==> src/rtl/mem_file_arbiter.sv <==
// Round-robin arbiter between two requesters for a single-port data memory,
// with a clear sequencer that zero-fills the memory while stalling both ports.
module mem_file_arbiter #(
  parameter int N_WORDS = 64,
  parameter int ADDR_W  = 6,
  parameter int DATA_W  = 32
) (
  input  logic              clk,
  input  logic              reset,
  input  logic              req0_valid,
  output logic              req0_ready,
  input  logic              req0_we,
  input  logic [ADDR_W-1:0] req0_addr,
  input  logic [DATA_W-1:0] req0_wdata,
  output logic              rsp0_valid,
  output logic [DATA_W-1:0] rsp0_rdata,
  input  logic              req1_valid,
  output logic              req1_ready,
  input  logic              req1_we,
  input  logic [ADDR_W-1:0] req1_addr,
  input  logic [DATA_W-1:0] req1_wdata,
  output logic              rsp1_valid,
  output logic [DATA_W-1:0] rsp1_rdata,
  input  logic              clr_start,
  output logic              clr_busy,
  output logic              clr_done,
  output logic              mem_w_en,
  output logic [DATA_W-1:0] mem_w_data,
  output logic [ADDR_W-1:0] mem_addr,
  input  logic [DATA_W-1:0] mem_r_data
);

  typedef enum logic {S_IDLE, S_CLEAR} state_e;

  localparam logic [ADDR_W-1:0] LAST_ADDR = ADDR_W'(N_WORDS - 1);

  state_e              state_q, state_d;
  logic [ADDR_W-1:0]   cnt_q, cnt_d;
  logic                last_grant_q, last_grant_d;  // 0 = port 0, 1 = port 1
  logic                clr_done_q, clr_done_d;
  logic                rsp0_valid_q, rsp0_valid_d;
  logic                rsp1_valid_q, rsp1_valid_d;
  logic [DATA_W-1:0]   rsp0_rdata_q, rsp0_rdata_d;
  logic [DATA_W-1:0]   rsp1_rdata_q, rsp1_rdata_d;
  logic                grant0, grant1;

  always_comb begin
    // NOTE: every signal gets a default first so no path leaves it unassigned (no latches).
    state_d      = state_q;
    cnt_d        = cnt_q;
    last_grant_d = last_grant_q;
    clr_done_d   = 1'b0;
    rsp0_valid_d = 1'b0;
    rsp1_valid_d = 1'b0;
    rsp0_rdata_d = rsp0_rdata_q;
    rsp1_rdata_d = rsp1_rdata_q;
    grant0       = 1'b0;
    grant1       = 1'b0;
    clr_busy     = 1'b0;
    mem_w_en     = 1'b0;
    mem_addr     = '0;
    mem_w_data   = '0;

    if (!reset) begin
      case (state_q)
        S_IDLE: begin
          if (clr_start) begin
            state_d = S_CLEAR;
          end else if (req0_valid && (!req1_valid || last_grant_q)) begin
            grant0 = 1'b1;
          end else if (req1_valid) begin
            grant1 = 1'b1;
          end
        end
        S_CLEAR: begin
          clr_busy = 1'b1;
          mem_w_en = 1'b1;
          mem_addr = cnt_q;
          cnt_d    = cnt_q + ADDR_W'(1);
          if (cnt_q == LAST_ADDR) begin
            cnt_d      = '0;
            state_d    = S_IDLE;
            clr_done_d = 1'b1;
          end
        end
        default: state_d = S_IDLE;
      endcase
    end

    // The granted port drives the memory; reads capture r_data at the accept edge.
    if (grant0) begin
      mem_w_en     = req0_we;
      mem_addr     = req0_addr;
      mem_w_data   = req0_wdata;
      last_grant_d = 1'b0;
      if (!req0_we) begin
        rsp0_valid_d = 1'b1;
        rsp0_rdata_d = mem_r_data;
      end
    end else if (grant1) begin
      mem_w_en     = req1_we;
      mem_addr     = req1_addr;
      mem_w_data   = req1_wdata;
      last_grant_d = 1'b1;
      if (!req1_we) begin
        rsp1_valid_d = 1'b1;
        rsp1_rdata_d = mem_r_data;
      end
    end
  end

  // NOTE: sequential state uses non-blocking assignments so all flops update together.
  always_ff @(posedge clk) begin
    if (reset) begin
      state_q      <= S_IDLE;
      cnt_q        <= '0;
      last_grant_q <= 1'b1;
      clr_done_q   <= 1'b0;
      rsp0_valid_q <= 1'b0;
      rsp1_valid_q <= 1'b0;
      rsp0_rdata_q <= '0;
      rsp1_rdata_q <= '0;
    end else begin
      state_q      <= state_d;
      cnt_q        <= cnt_d;
      last_grant_q <= last_grant_d;
      clr_done_q   <= clr_done_d;
      rsp0_valid_q <= rsp0_valid_d;
      rsp1_valid_q <= rsp1_valid_d;
      rsp0_rdata_q <= rsp0_rdata_d;
      rsp1_rdata_q <= rsp1_rdata_d;
    end
  end

  assign req0_ready = grant0;
  assign req1_ready = grant1;
  assign rsp0_valid = rsp0_valid_q;
  assign rsp1_valid = rsp1_valid_q;
  assign rsp0_rdata = rsp0_rdata_q;
  assign rsp1_rdata = rsp1_rdata_q;
  assign clr_done   = clr_done_q;

endmodule

==> config.mk <==
export PLATFORM = sky130hd
export DESIGN_NAME = mem_file_arbiter
export DESIGN_NICKNAME = d
export VERILOG_FILES = /design/src/rtl/mem_file_arbiter.sv
export SDC_FILE = /design/constraint.sdc
export NUM_CORES = 1
export LEC_CHECK = 0
export ABC_AREA = 1
export BUFFER_PORTS_ARGS = -buffer_cell sky130_fd_sc_hd__buf_4
export CAP_MARGIN = 40
export CORE_MARGIN = 3
export CORE_UTILIZATION = 28
export DETAILED_ROUTE_END_ITERATION = 8
export HOLD_SLACK_MARGIN = 0.15
export SLEW_MARGIN = 40
export SYNTH_ARGS = -nofsm -noshare
export SYNTH_HDL_FRONTEND = slang
export SYNTH_SLANG_ARGS = --single-unit
==> constraint.sdc <==
create_clock -name clk -period 1.9 [get_ports clk]
set_clock_uncertainty 0.1 [all_clocks]
set_input_delay 0 -clock clk [delete_from_list [all_inputs] [get_ports clk]]
set_output_delay 0 -clock clk [all_outputs]
set_load 0.05 [all_outputs]
==> results of run 1 <==
[metrics by stage]
| stage | std cells | area (sq um) | util (%) | TNS (ns) |
|---|---|---|---|---|
| after floorplan | 615 | 3855 | - | 0 |
| after global placement | 986 | 5670 | 42.48 | 0 |
| after detailed placement | 986 | 5670 | 42.48 | 0 |
| after CTS | 1045 | 6395 | 47.91 | 0 |
| after global routing | 1057 | 6840 | 51.25 | -1.164 |
| final | 1057 | 6840 | 51.25 | -0.001763 |
[kinds of logic (layout without fill, tap and decap cells)]
family / count (synthesis) / in the layout / synth area share [%]
XOR/XNOR: 2 / 2 / 0.4548
buffers and inverters: 118 / 384 / 13.38
AO/OA/AOI/OAI: 37 / 37 / 4.904
AND/OR/NAND/NOR: 382 / 382 / 41.96
flip-flops: 75 / 75 / 38.97
adder cells (fa/ha/maj): 1 / 1 / 0.3247
[area by class of cell]
type / instances / area (sq um)
repair buffers: 293 / 2590
fillers: 1317 / 6507
clock buffers: 9 / 225.2
inverters: 75 / 281.5
well taps: 176 / 220.2
flip-flops and latches: 75 / 1505
clock inverters: 7 / 45.04
multi-input cells: 422 / 1973
[worst register-to-register path, stage by stage, from the launching register on]
cell and delay, ns:
sky130_fd_sc_hd__dfxtp_4 0.35, sky130_fd_sc_hd__nor2_4 0.09, sky130_fd_sc_hd__buf_4 0.12, sky130_fd_sc_hd__nand2_2 0.06, sky130_fd_sc_hd__nor2_4 0.17, sky130_fd_sc_hd__buf_4 0.16
sky130_fd_sc_hd__bufbuf_16 0.34, sky130_fd_sc_hd__nand3_1 0.11, sky130_fd_sc_hd__nand2_1 0.09, sky130_fd_sc_hd__nor2_1 0.04
[synthesized netlist by cell type (all sizes together)]
library cell / number / area, sq um
nand2: 217 / 819.5
nor2: 81 / 329.1
dfxtp: 75 / 1501
inv: 75 / 281.5
nand3: 49 / 245.2
a21oi: 33 / 165.2
nand4: 33 / 212.7
buf: 26 / 170.2
clkbuf: 17 / 63.81
nor3: 2 / 10.01
o21ai: 2 / 10.01
a21boi: 1 / 7.510
a31oi: 1 / 6.260
ha: 1 / 12.51
xnor2: 1 / 8.760
xor2: 1 / 8.760
[power breakdown]
group          switching (uW)  leakage [uW]  internal, uW
Sequential               25.2      0.000608          1610
Clock                     683      0.000135           878
Combinational             569       0.00274           424
Total                    1280       0.00349          2920
[worst paths after layout]
kind	startpoint	to	cells after the start
worst max-delay path	state_q	mem_w_data[19]	9
worst min-delay path	clr_start	state_q	5
worst max register to register	state_q	rsp0_rdata[26]	9
worst min register to register	rsp0_rdata[5]	rsp0_rdata[5]	2
[repair_timing]
action / CTS / global route
endpoints found under the setup margin: 39 / 42
hold endpoints to repair: 68 / 0
pin swaps: 0 / 23
gates resized for setup: 1 / 88
hold buffers: 42 / 0
setup buffers: 0 / 7
gates cloned: 1 / 5
[flip-flops by register name, indices dropped and copies added, names as in the netlist]
register / flops
state_q: 1
clr_done: 1
last_grant_q: 1
cnt_q: 6
rsp0_rdata: 32
rsp0_valid: 1
rsp1_rdata: 32
rsp1_valid: 1
[layer usage]
| metal | track usage, % | vias up |
|---|---|---|
| li1 | - | 2429 |
| met1 | 21.03 | 2107 |
| met2 | 32.99 | 170 |
| met3 | 4.849 | 19 |
| met4 | 6.436 | 0 |
| met5 | 0 | - |
==> impl_metrics.sql, run 1 <==
INSERT INTO impl_metrics (metric_group, metric, value, unit) VALUES
('outcome', 'run_status', 'finished with violations', ''),
('outcome', 'violations', 'setup timing', ''),
('synth', 'yosys_warnings', '0', ''),
('routing', 'met3RoutedLength', '1170', 'um'),
('timing', 'slew_headroom', '69.27', '%'),
('routing', 'totalWireLength', '15220', 'um'),
('hold_path', 'hold_wc_path_type', 'in2reg', ''),
('clock_network', 'clock_tree.buffer_depth', '2', ''),
('global_route', 'globalRouteOverflowTotal', '0', ''),
('timing', 'min_period', '1.901', 'ns'),
('floorplanning', 'floorplan.die.height', '123.3', 'um'),
('synth', 'syn_nets', '731', ''),
('setup_path', 'arrival', '1.80', 'ns'),
('place', 'io_buffer_count', '223', ''),
('timing', 'worstMarginPinSlew', '0.4603', 'ns'),
('place', 'gp_congestion', '0.7191', ''),
('floorplanning', 'die-width', '123.3', 'um'),
('timing', 'final_setup_vio_count', '2', ''),
('routing', 'drt-met1-wl', '5950', 'um'),
('global_route', 'overall_fraction_of_global_route_tracks_in_use', '18.41', '%'),
('place', 'preCtsSetupSlack', '0.2538', 'ns'),
('clock_network', 'clock_tree.root_cell', 'sky130_fd_sc_hd__clkbuf_16', ''),
('final_layout', 'post_route_cells_drive_above_1_share', '36.32', '%'),
('setup_path', 'timing.critical_path.fanout_max', '8', ''),
('routing', 'route.detailed.wl_per_inst', '14.40', 'um'),
('pwr', 'power.ir.vdd_worst', '0.3435', 'mV'),
('clock_network', 'tritoncts_num_sinks', '75', ''),
('routing', 'drc_errors', '0', ''),
('timing', 'worst_slack', '-0.001192', 'ns'),
('setup_path', 'crit_path_launch_type', 'flop', ''),
('setup_path', 'cp_cell_sequence', 'nor2_4, nand2_2, inv_2, nand2_4, nor2_4, clkbuf_16, nand2_1, nand2_1, buf_6', ''),
('synth', 'post_synth_instance_area', '3852', 'sq um'),
('routing', 'antenna_violating_nets_post_route', '0', ''),
('synth', 'seq_area_frac_synth', '38.97', '%'),
('place', 'hpwlAfterDp', '10110', 'um'),
('setup_path', 'critPathKind', 'reg2out', ''),
('timing', 'finalHoldViolations', '0', ''),
('timing', 'layout_worst_path_cycle_share', '100.1', '%'),
('synth', 'synth.ff_latch_count', '75', ''),
('clock_network', 'tritoncts', 'yes', ''),
('clock_network', 'clk-insertion-delay-late', '0.33', 'ns'),
('global_route', 'via_count_of_the_first_global_routing_pass', '4370', ''),
('timing', 'worst_hold_slack', '0.1895', 'ns'),
('timing', 'maxSlewViolCount', '0', ''),
('routing', 'drt_first_pass_iters', '4', ''),
('pwr', 'power-per-cell-area', '613.1', 'nW/um^2'),
('synth', 'ys_types', '24', ''),
('setup_path', 'worstPathBufferInverterCount', '3', ''),
('clock_network', 'clock_transition_time_at_the_flip_flop_clock_pins_of_the_worst_setup_and_hold_paths', '0.06', 'ns'),
('clock_network', 'htreeDepth', '3', ''),
('floorplanning', 'io_pins', '224', ''),
('global_route', 'pin_count_of_the_biggest_net_entering_global_routing', '45', ''),
('floorplanning', 'floorplan.core_area', '13350', 'sq um'),
('setup_path', 'worst_setup_path_end_kind', 'primary output', ''),
('timing', 'maxClockFrequency', '0.5260', 'GHz'),
('floorplanning', 'initial_utilization', '28.86', '%'),
('final_layout', 'final_cell_mix', 'sky130_fd_sc_hd__buf_4, sky130_fd_sc_hd__nand2_1, sky130_fd_sc_hd__nor2_1', ''),
('routing', 'topRoutingLayerUsed', 'met4', ''),
('setup_path', 'timing.critical_path.slowest_cell_delay', '0.35', 'ns'),
('global_route', 'grt_antenna_before_repair', '0', ''),
('clock_network', 'tritoncts.num_buffers', '9', ''),
('synth', 'postSynthCellCount', '615', ''),
('setup_path', 'timing.critical_path.max_delay_family', 'simple AND/OR/NAND/NOR gates', ''),
('synth', 'postSynthAreaPerCell', '6.264', 'sq um'),
('final_layout', 'final_nets', '992', ''),
('timing', 'grt_setup_unrepaired', 'yes', ''),
('pwr', 'leakagePower', '0.003485', 'uW'),
('setup_path', 'required', '1.80', 'ns'),
('routing', 'initialDrtViolationCount', '166', ''),
('floorplanning', 'die_area', '15200', 'sq um'),
('setup_path', 'crit_path_top_delay_cell', 'sky130_fd_sc_hd__dfxtp_4', ''),
('routing', 'number_of_vias_after_detailed_routing', '4725', ''),
('routing', 'dr_wl_met2', '7883', 'um'),
('floorplanning', 'std_cell_rows', '42', ''),
('routing', 'vias_per_cell', '4.470', ''),
('final_layout', 'flow.area_growth_from_synthesis', '77.56', '%'),
('global_route', 'grt_first_pass_wirelength', '21940', 'um'),
('final_layout', 'antenna-diode-count', '0', ''),
('final_layout', 'mostFrequentLayoutCell', 'sky130_fd_sc_hd__buf_4', ''),
('job', 'drv.max_cap_violation_count', '0', ''),
('setup_path', 'rrSetupSlack', '0.18', 'ns'),
('pwr', 'power.total', '4194', 'uW');
No activity file was read; power rests on OpenSTA's default activity.
==> run 2: changes to the inputs <==
==> constraint.sdc (replaced) <==
create_clock -name clk -period 1.95 [get_ports clk]
set_clock_uncertainty 0.1 [all_clocks]
set_input_delay 0 -clock clk [delete_from_list [all_inputs] [get_ports clk]]
set_output_delay 0 -clock clk [all_outputs]
set_load 0.05 [all_outputs]
==> run 2 against run 1 <==
Compared with the run above:
- the run now ends clean
- sequential power is 2% lower
- core utilization is 2.3 points lower
- worst hold slack better by 0.058 ns
- non-clock buffer count is 9 lower
- sequential share of layout area is 1.0 points higher
- clock power is 14% higher
- global-route usage is 0.67 points lower
- register-to-register slack better by 0.02 ns
- cell count is 0.85% lower
- clock-buffer cell count stayed put
==> impl_metrics.sql, run 2 (same netlist as run 1, synthesis figures left out) <==
INSERT INTO impl_metrics (metric_group, metric, value, unit) VALUES
('global_route', 'globalRouteOverflowTotal', '0', ''),
('setup_path', 'timing.critical_path.fanout_max', '21', ''),
('place', 'io_buffer_count', '223', ''),
('timing', 'finalHoldViolations', '0', ''),
('timing', 'maxSlewViolCount', '0', ''),
('floorplanning', 'floorplan.die.height', '123.3', 'um'),
('timing', 'worstMarginPinSlew', '0.3950', 'ns'),
('pwr', 'power-per-cell-area', '655.7', 'nW/um^2'),
('timing', 'finalSetupTns', '0', 'ns'),
('setup_path', 'crit_path_launch_type', 'primary input', ''),
('global_route', 'pin_count_of_the_biggest_net_entering_global_routing', '45', ''),
('setup_path', 'worst_setup_path_end_kind', 'primary output', ''),
('final_layout', 'final_nets', '983', ''),
('routing', 'drc_errors', '0', ''),
('setup_path', 'arrival', '1.76', 'ns'),
('routing', 'totalWireLength', '14440', 'um'),
('floorplanning', 'std_cell_rows', '42', ''),
('clock_network', 'tritoncts', 'yes', ''),
('final_layout', 'final_cell_mix', 'sky130_fd_sc_hd__buf_4, sky130_fd_sc_hd__nand2_1, sky130_fd_sc_hd__nor2_1', ''),
('routing', 'number_of_vias_after_detailed_routing', '4595', ''),
('place', 'hpwlAfterDp', '9963', 'um'),
('outcome', 'run_status', 'complete, no violations', ''),
('final_layout', 'post_route_cells_drive_above_1_share', '31.19', '%'),
('clock_network', 'tritoncts_num_sinks', '75', ''),
('pwr', 'leakagePower', '0.003378', 'uW'),
('final_layout', 'finish.cell_count_without_fillers', '1048', ''),
('final_layout', 'multi_input_area', '1848', 'sq um'),
('final_layout', 'antenna-diode-count', '0', ''),
('floorplanning', 'die_area', '15200', 'sq um'),
('job', 'drv.max_cap_violation_count', '0', ''),
('final_layout', 'flow.area_growth_from_synthesis', '69.54', '%'),
('global_route', 'via_count_of_the_first_global_routing_pass', '4229', ''),
('floorplanning', 'die-width', '123.3', 'um'),
('routing', 'initialDrtViolationCount', '189', ''),
('final_layout', 'mostFrequentLayoutCell', 'sky130_fd_sc_hd__buf_4', ''),
('routing', 'route.detailed.wl_per_inst', '13.78', 'um'),
('timing', 'layout_worst_path_cycle_share', '95.50', '%'),
('setup_path', 'required', '1.85', 'ns'),
('routing', 'drt_first_pass_iters', '4', ''),
('timing', 'min_period', '1.862', 'ns'),
('timing', 'final_setup_vio_count', '0', ''),
('floorplanning', 'floorplan.core_area', '13350', 'sq um'),
('timing', 'worst_hold_slack', '0.2475', 'ns'),
('pwr', 'power.ir.vdd_worst', '0.3597', 'mV'),
('global_route', 'overall_fraction_of_global_route_tracks_in_use', '17.74', '%'),
('place', 'gp_congestion', '0.7573', ''),
('floorplanning', 'io_pins', '224', ''),
('floorplanning', 'initial_utilization', '28.86', '%'),
('hold_path', 'hold_wc_path_type', 'in2out', ''),
('clock_network', 'clock_tree.root_cell', 'sky130_fd_sc_hd__clkbuf_16', ''),
('timing', 'grt_setup_unrepaired', 'no', ''),
('routing', 'vias_per_cell', '4.385', ''),
('routing', 'antenna_violating_nets_post_route', '0', ''),
('timing', 'slew_headroom', '73.67', '%'),
('global_route', 'grt_antenna_before_repair', '0', ''),
('setup_path', 'critPathKind', 'in2out', ''),
('clock_network', 'htreeDepth', '3', ''),
('clock_network', 'clk-insertion-delay-late', '0.33', 'ns'),
('global_route', 'grt_first_pass_wirelength', '21250', 'um'),
('clock_network', 'tritoncts.num_buffers', '9', ''),
('clock_network', 'clock_tree.buffer_depth', '2', ''),
('pwr', 'power.total', '4283', 'uW'),
('place', 'place.detailed.instances', '984', ''),
('final_layout', 'regArea', '1505', 'sq um'),
('timing', 'maxClockFrequency', '0.5370', 'GHz'),
('final_layout', 'layout.filler_cells', '1369', '');
[run 2: cell count changes in the layout (fill, tap and decap cells not counted), moves of 2 or more]
cell and change:
sky130_fd_sc_hd__buf_8 -11, sky130_fd_sc_hd__bufinv_16 +2, sky130_fd_sc_hd__buf_6 -16, sky130_fd_sc_hd__nand2_4 -5
sky130_fd_sc_hd__nand2_1 +38, sky130_fd_sc_hd__clkinv_4 -2, sky130_fd_sc_hd__nand2_2 -33, sky130_fd_sc_hd__buf_4 +19
[run 2: cell type report]
cell class / count / area share [%]
clock buffers: 9 / 3.448
clock inverters: 7 / 1.398
inverters: 75 / 4.310
multi-input cells: 422 / 28.29
flip-flops and latches: 75 / 23.05
well taps: 176 / 3.372
repair buffers: 284 / 36.13
[run 2: path summary, 6_finish.rpt]
check / from / to / cells past startpoint / slack, ns
setup reg to reg: state_q / rsp1_rdata[24] / 6 / 0.20
hold / removal: req1_wdata[7] / mem_w_data[7] / 4 / 0.25
hold reg to reg: rsp0_rdata[11] / rsp0_rdata[11] / 2 / 0.38
setup / recovery: clr_start / mem_w_data[14] / 10 / 0.09
[run 2: stage by stage]
step           instance area [sq um]  utilization (%)  setup slack, ns
4_1_cts                         6425            48.13         0.008701
6_report                        6531            48.93          0.08783
3_5_place_dp                    5655            42.37           0.2851
5_1_grt                         6531            48.93        0.0001061
3_3_place_gp                    5655            42.37           0.3218
2_1_floorplan                   3855                -           0.2877
[run 2: layer usage]
layer  share of wire [%]  global-route usage (%)
met5                   0                       0
met4                 1.0                   4.983
met3                 8.2                   4.758
met2                  51                   31.84
met1                  40                   20.68
[run 2: critical path, cell delays in order]
cell and delay, ns:
sky130_fd_sc_hd__dlygate4sd3_1 0.56, sky130_fd_sc_hd__buf_4 0.15, sky130_fd_sc_hd__nor2_4 0.11, sky130_fd_sc_hd__buf_4 0.12, sky130_fd_sc_hd__nand2_2 0.06, sky130_fd_sc_hd__nor2_4 0.20, sky130_fd_sc_hd__buf_12 0.20, sky130_fd_sc_hd__nand2_1 0.10
sky130_fd_sc_hd__nand2_1 0.08, sky130_fd_sc_hd__buf_4 0.19
[run 2: timing repair]
action	in CTS	in global routing
buffers inserted	0	2
gates resized for setup	0	6
endpoints found under the hold margin	67	0
hold buffers	42	0
gates cloned	1	3
setup endpoints to repair	39	42
pin swaps	0	3
[run 2: where the power goes]
part           leakage, uW  switching [uW]  internal (uW)
Clock             0.000156             662           1120
Combinational      0.00261             526            378
Sequential        0.000608            25.9           1570
==> run 3: changes to the inputs <==
--- a/config.mk
+++ b/config.mk
@@ -12,7 +12,7 @@
 export CORE_UTILIZATION = 28
 export DETAILED_ROUTE_END_ITERATION = 8
 export HOLD_SLACK_MARGIN = 0.15
-export SLEW_MARGIN = 40
+export SETUP_SLACK_MARGIN = 0.15
 export SYNTH_ARGS = -nofsm -noshare
 export SYNTH_HDL_FRONTEND = slang
 export SYNTH_SLANG_ARGS = --single-unit
==> constraint.sdc (replaced) <==
create_clock -name clk -period 1.7 [get_ports clk]
set_clock_uncertainty 0.1 [all_clocks]
set_input_delay 0 -clock clk [delete_from_list [all_inputs] [get_ports clk]]
set_output_delay 0 -clock clk [all_outputs]
set_load 0.05 [all_outputs]
==> run 3 against run 2 <==
Compared with the run above:
- the flow now finishes with violations (setup timing)
- clock power rose by 15%
- core utilization rose by 7.6 points
- total power rose by 19%
- final area rose by 15%
- register-to-register slack got worse by 0.20 ns
- setup slack got worse by 0.23 ns
- non-clock buffer count rose by 19
- first-iteration DRC count rose by 1.6%
- worst hold slack got worse by 0.085 ns
- combinational power rose by 37%
- critical path type is now reg2out
- largest cell class unchanged
==> impl_metrics.sql, run 3 (same netlist as run 1, synthesis figures left out) <==
INSERT INTO impl_metrics (metric_group, metric, value, unit) VALUES
('outcome', 'violations', 'setup timing', ''),
('clock_network', 'htreeDepth', '3', ''),
('final_layout', 'layout.filler_cells', '1246', ''),
('place', 'preCtsSetupSlack', '0.2002', 'ns'),
('setup_path', 'worst_setup_path_end_kind', 'primary output', ''),
('floorplanning', 'std_cell_rows', '42', ''),
('clock_network', 'tritoncts_num_sinks', '75', ''),
('timing', 'grt_setup_unrepaired', 'yes', ''),
('global_route', 'via_count_of_the_first_global_routing_pass', '4484', ''),
('pwr', 'power_report.internal_total', '3642', 'uW'),
('final_layout', 'final_cell_mix', 'sky130_fd_sc_hd__buf_4, sky130_fd_sc_hd__nand2_1, sky130_fd_sc_hd__nor2_1', ''),
('timing', 'worst_slack', '-0.1386', 'ns'),
('setup_path', 'critPathKind', 'reg2out', ''),
('final_layout', 'flow.area_growth_from_synthesis', '95.78', '%'),
('routing', 'initialDrtViolationCount', '192', ''),
('routing', 'route.detailed.wl_per_inst', '15.30', 'um'),
('timing', 'slew_headroom', '66.43', '%'),
('setup_path', 'crit_path_launch_type', 'flop', ''),
('final_layout', 'antenna-diode-count', '0', ''),
('place', 'hpwlAfterDp', '10140', 'um'),
('setup_path', 'required', '1.60', 'ns'),
('setup_path', 'worst-r2r-cell-count', '11', ''),
('setup_path', 'rrSetupSlack', '0', 'ns'),
('routing', 'drc_errors', '0', ''),
('floorplanning', 'die-width', '123.3', 'um'),
('timing', 'min_period', '1.839', 'ns'),
('routing', 'antenna_violating_nets_post_route', '0', ''),
('outcome', 'run_status', 'finished with violations', ''),
('place', 'placed_cell_area', '5743', 'sq um'),
('pwr', 'power.ir.vdd_worst', '0.4930', 'mV'),
('timing', 'final_setup_vio_count', '41', ''),
('clock_network', 'tritoncts', 'yes', ''),
('place', 'io_buffer_count', '223', ''),
('setup_path', 'arrival', '1.74', 'ns'),
('floorplanning', 'initial_utilization', '28.86', '%'),
('clock_network', 'clk-insertion-delay-late', '0.33', 'ns'),
('timing', 'finalSetupTns', '-3.749', 'ns'),
('floorplanning', 'floorplan.core_area', '13350', 'sq um'),
('floorplanning', 'die_area', '15200', 'sq um'),
('hold_path', 'hold_path_depth', '5', ''),
('floorplanning', 'io_pins', '224', ''),
('global_route', 'pin_count_of_the_biggest_net_entering_global_routing', '53', ''),
('place', 'gp_congestion', '0.7682', ''),
('final_layout', 'final_nets', '1002', ''),
('final_layout', 'post_route_cells_drive_above_1_share', '43.32', '%'),
('global_route', 'grt_antenna_before_repair', '0', ''),
('floorplanning', 'floorplan.die.height', '123.3', 'um'),
('clock_network', 'tritoncts.num_buffers', '9', ''),
('timing', 'finalHoldViolations', '0', ''),
('timing', 'layout_worst_path_cycle_share', '108.1', '%'),
('setup_path', 'timing.rr.end', 'rsp0_rdata[23]', ''),
('final_layout', 'mostFrequentLayoutCell', 'sky130_fd_sc_hd__buf_4', ''),
('pwr', 'power.switching', '1467', 'uW'),
('final_layout', 'final_area', '7542', 'sq um'),
('hold_path', 'timing.hold.worst.start', 'reset', ''),
('clock_network', 'clock_transition_time_at_the_flip_flop_clock_pins_of_the_worst_setup_and_hold_paths', '0.06', 'ns'),
('pwr', 'pwr-share-comb', '24.2', '%'),
('pwr', 'p_seq_share', '35.9', '%'),
('routing', 'vias_per_cell', '4.552', ''),
('timing', 'maxSlewViolCount', '0', ''),
('timing', 'worstMarginPinSlew', '0.5036', 'ns'),
('hold_path', 'worstHoldEndpoint', 'rsp1_rdata[3]', ''),
('pwr', 'p_sw_share', '28.72', '%'),
('timing', 'maxClockFrequency', '0.5439', 'GHz'),
('global_route', 'grt_first_pass_wirelength', '22430', 'um'),
('clock_network', 'clock_tree.root_cell', 'sky130_fd_sc_hd__clkbuf_16', ''),
('routing', 'drt_first_pass_iters', '4', ''),
('job', 'drv.max_cap_violation_count', '0', ''),
('global_route', 'globalRouteOverflowTotal', '0', ''),
('pwr', 'leakagePower', '0.003762', 'uW'),
('routing', 'number_of_vias_after_detailed_routing', '4857', ''),
('global_route', 'overall_fraction_of_global_route_tracks_in_use', '18.98', '%'),
('pwr', 'clockPowerShare', '39.9', '%'),
('clock_network', 'clock_tree.buffer_depth', '2', ''),
('setup_path', 'timing.critical_path.fanout_max', '8', ''),
('setup_path', 'rr_startpoint', 'state_q', ''),
('routing', 'totalWireLength', '16320', 'um'),
('pwr', 'power-per-cell-area', '677.4', 'nW/um^2'),
('hold_path', 'hold_wc_path_type', 'in2reg', '');
-- run 3: cell count changes in the layout (fill, tap and decap cells not counted), moves of 13 or more --
cell / previous run / this run
sky130_fd_sc_hd__nand3_2: 0 / 33
sky130_fd_sc_hd__buf_4: 233 / 200
sky130_fd_sc_hd__nand3_1: 49 / 16
sky130_fd_sc_hd__nand2_2: 4 / 50
sky130_fd_sc_hd__nand2_4: 0 / 13
sky130_fd_sc_hd__buf_8: 0 / 36
sky130_fd_sc_hd__nand2_1: 213 / 154
-- run 3: how the worst max path moves through the flow --
stage	startpoint	end	slack (ns)	cells after the start
after global routing	state_q	mem_w_data[12]	-0.21	10
after floorplan	state_q	mem_addr[0]	0.15	8
after global placement	cnt_q[0]	state_q	0.22	6
after CTS	state_q	mem_w_data[8]	-0.1	10
final	state_q	mem_w_data[14]	-0.14	10
after detailed placement	state_q	mem_w_data[15]	0.20	7
-- run 3: metal layers --
metal	global-route usage (%)	share of wire [%]
met4	5.121	0.95
met1	21.34	39
met2	35.58	54
met3	4.483	6.4
met5	0	0
-- run 3: cell type report --
class,instances,area (sq um),area share (%)
Clock inverter,6,88.84,1.178
Tap cell,176,220.2,2.920
Inverter,75,284.0,3.766
Multi-Input combinational cell,422,2236,29.64
Sequential cell,75,1503,19.92
Timing Repair Buffer,303,2982,39.53
Clock buffer,10,229.0,3.036
-- run 3: power by group through the flow --
stage / clock (uW) / sequential (uW) / combinational (uW)
finish: 2040 / 1830 / 1240
global route: 2180 / 1840 / 1310
CTS: 2080 / 1830 / 1140
detailed placement: 0 / 1870 / 957
global placement: 0 / 1870 / 958
floorplan: 0 / 2000 / 410
-- run 3: timing repair --
action / CTS / global route
setup endpoints to repair: 41 / 80
pin swaps: 33 / 26
cloned: 4 / 8
hold buffers: 39 / 0
setup buffers: 8 / 5
endpoints found under the hold margin: 70 / 0
resized for setup: 109 / 79
-- run 3: per-stage QoR --
| stage | power, uW | cells | utilization [%] | hold slack [ns] |
|---|---|---|---|---|
| final | 5109 | 1067 | 56.51 | 0.1621 |
| after CTS | 5057 | 1054 | 52.92 | 0.1511 |
| after floorplan | 2407 | 615 | - | -0.02069 |
| after global routing | 5327 | 1067 | 56.51 | 0.1683 |
| after global placement | 2829 | 987 | 43.03 | 0.1302 |
| after detailed placement | 2829 | 987 | 43.03 | 0.1260 |
-- run 3: critical path: stages (launching register included) --
cell	delay (ns)
sky130_fd_sc_hd__dfxtp_2	0.33
sky130_fd_sc_hd__nor2_4	0.15
sky130_fd_sc_hd__nand2_4	0.08
sky130_fd_sc_hd__inv_4	0.07
sky130_fd_sc_hd__nand2_4	0.05
sky130_fd_sc_hd__nor2_4	0.15
sky130_fd_sc_hd__buf_6	0.15
sky130_fd_sc_hd__clkbuf_16	0.16
sky130_fd_sc_hd__nand2_2	0.06
sky130_fd_sc_hd__nand2_2	0.08
sky130_fd_sc_hd__buf_8	0.14
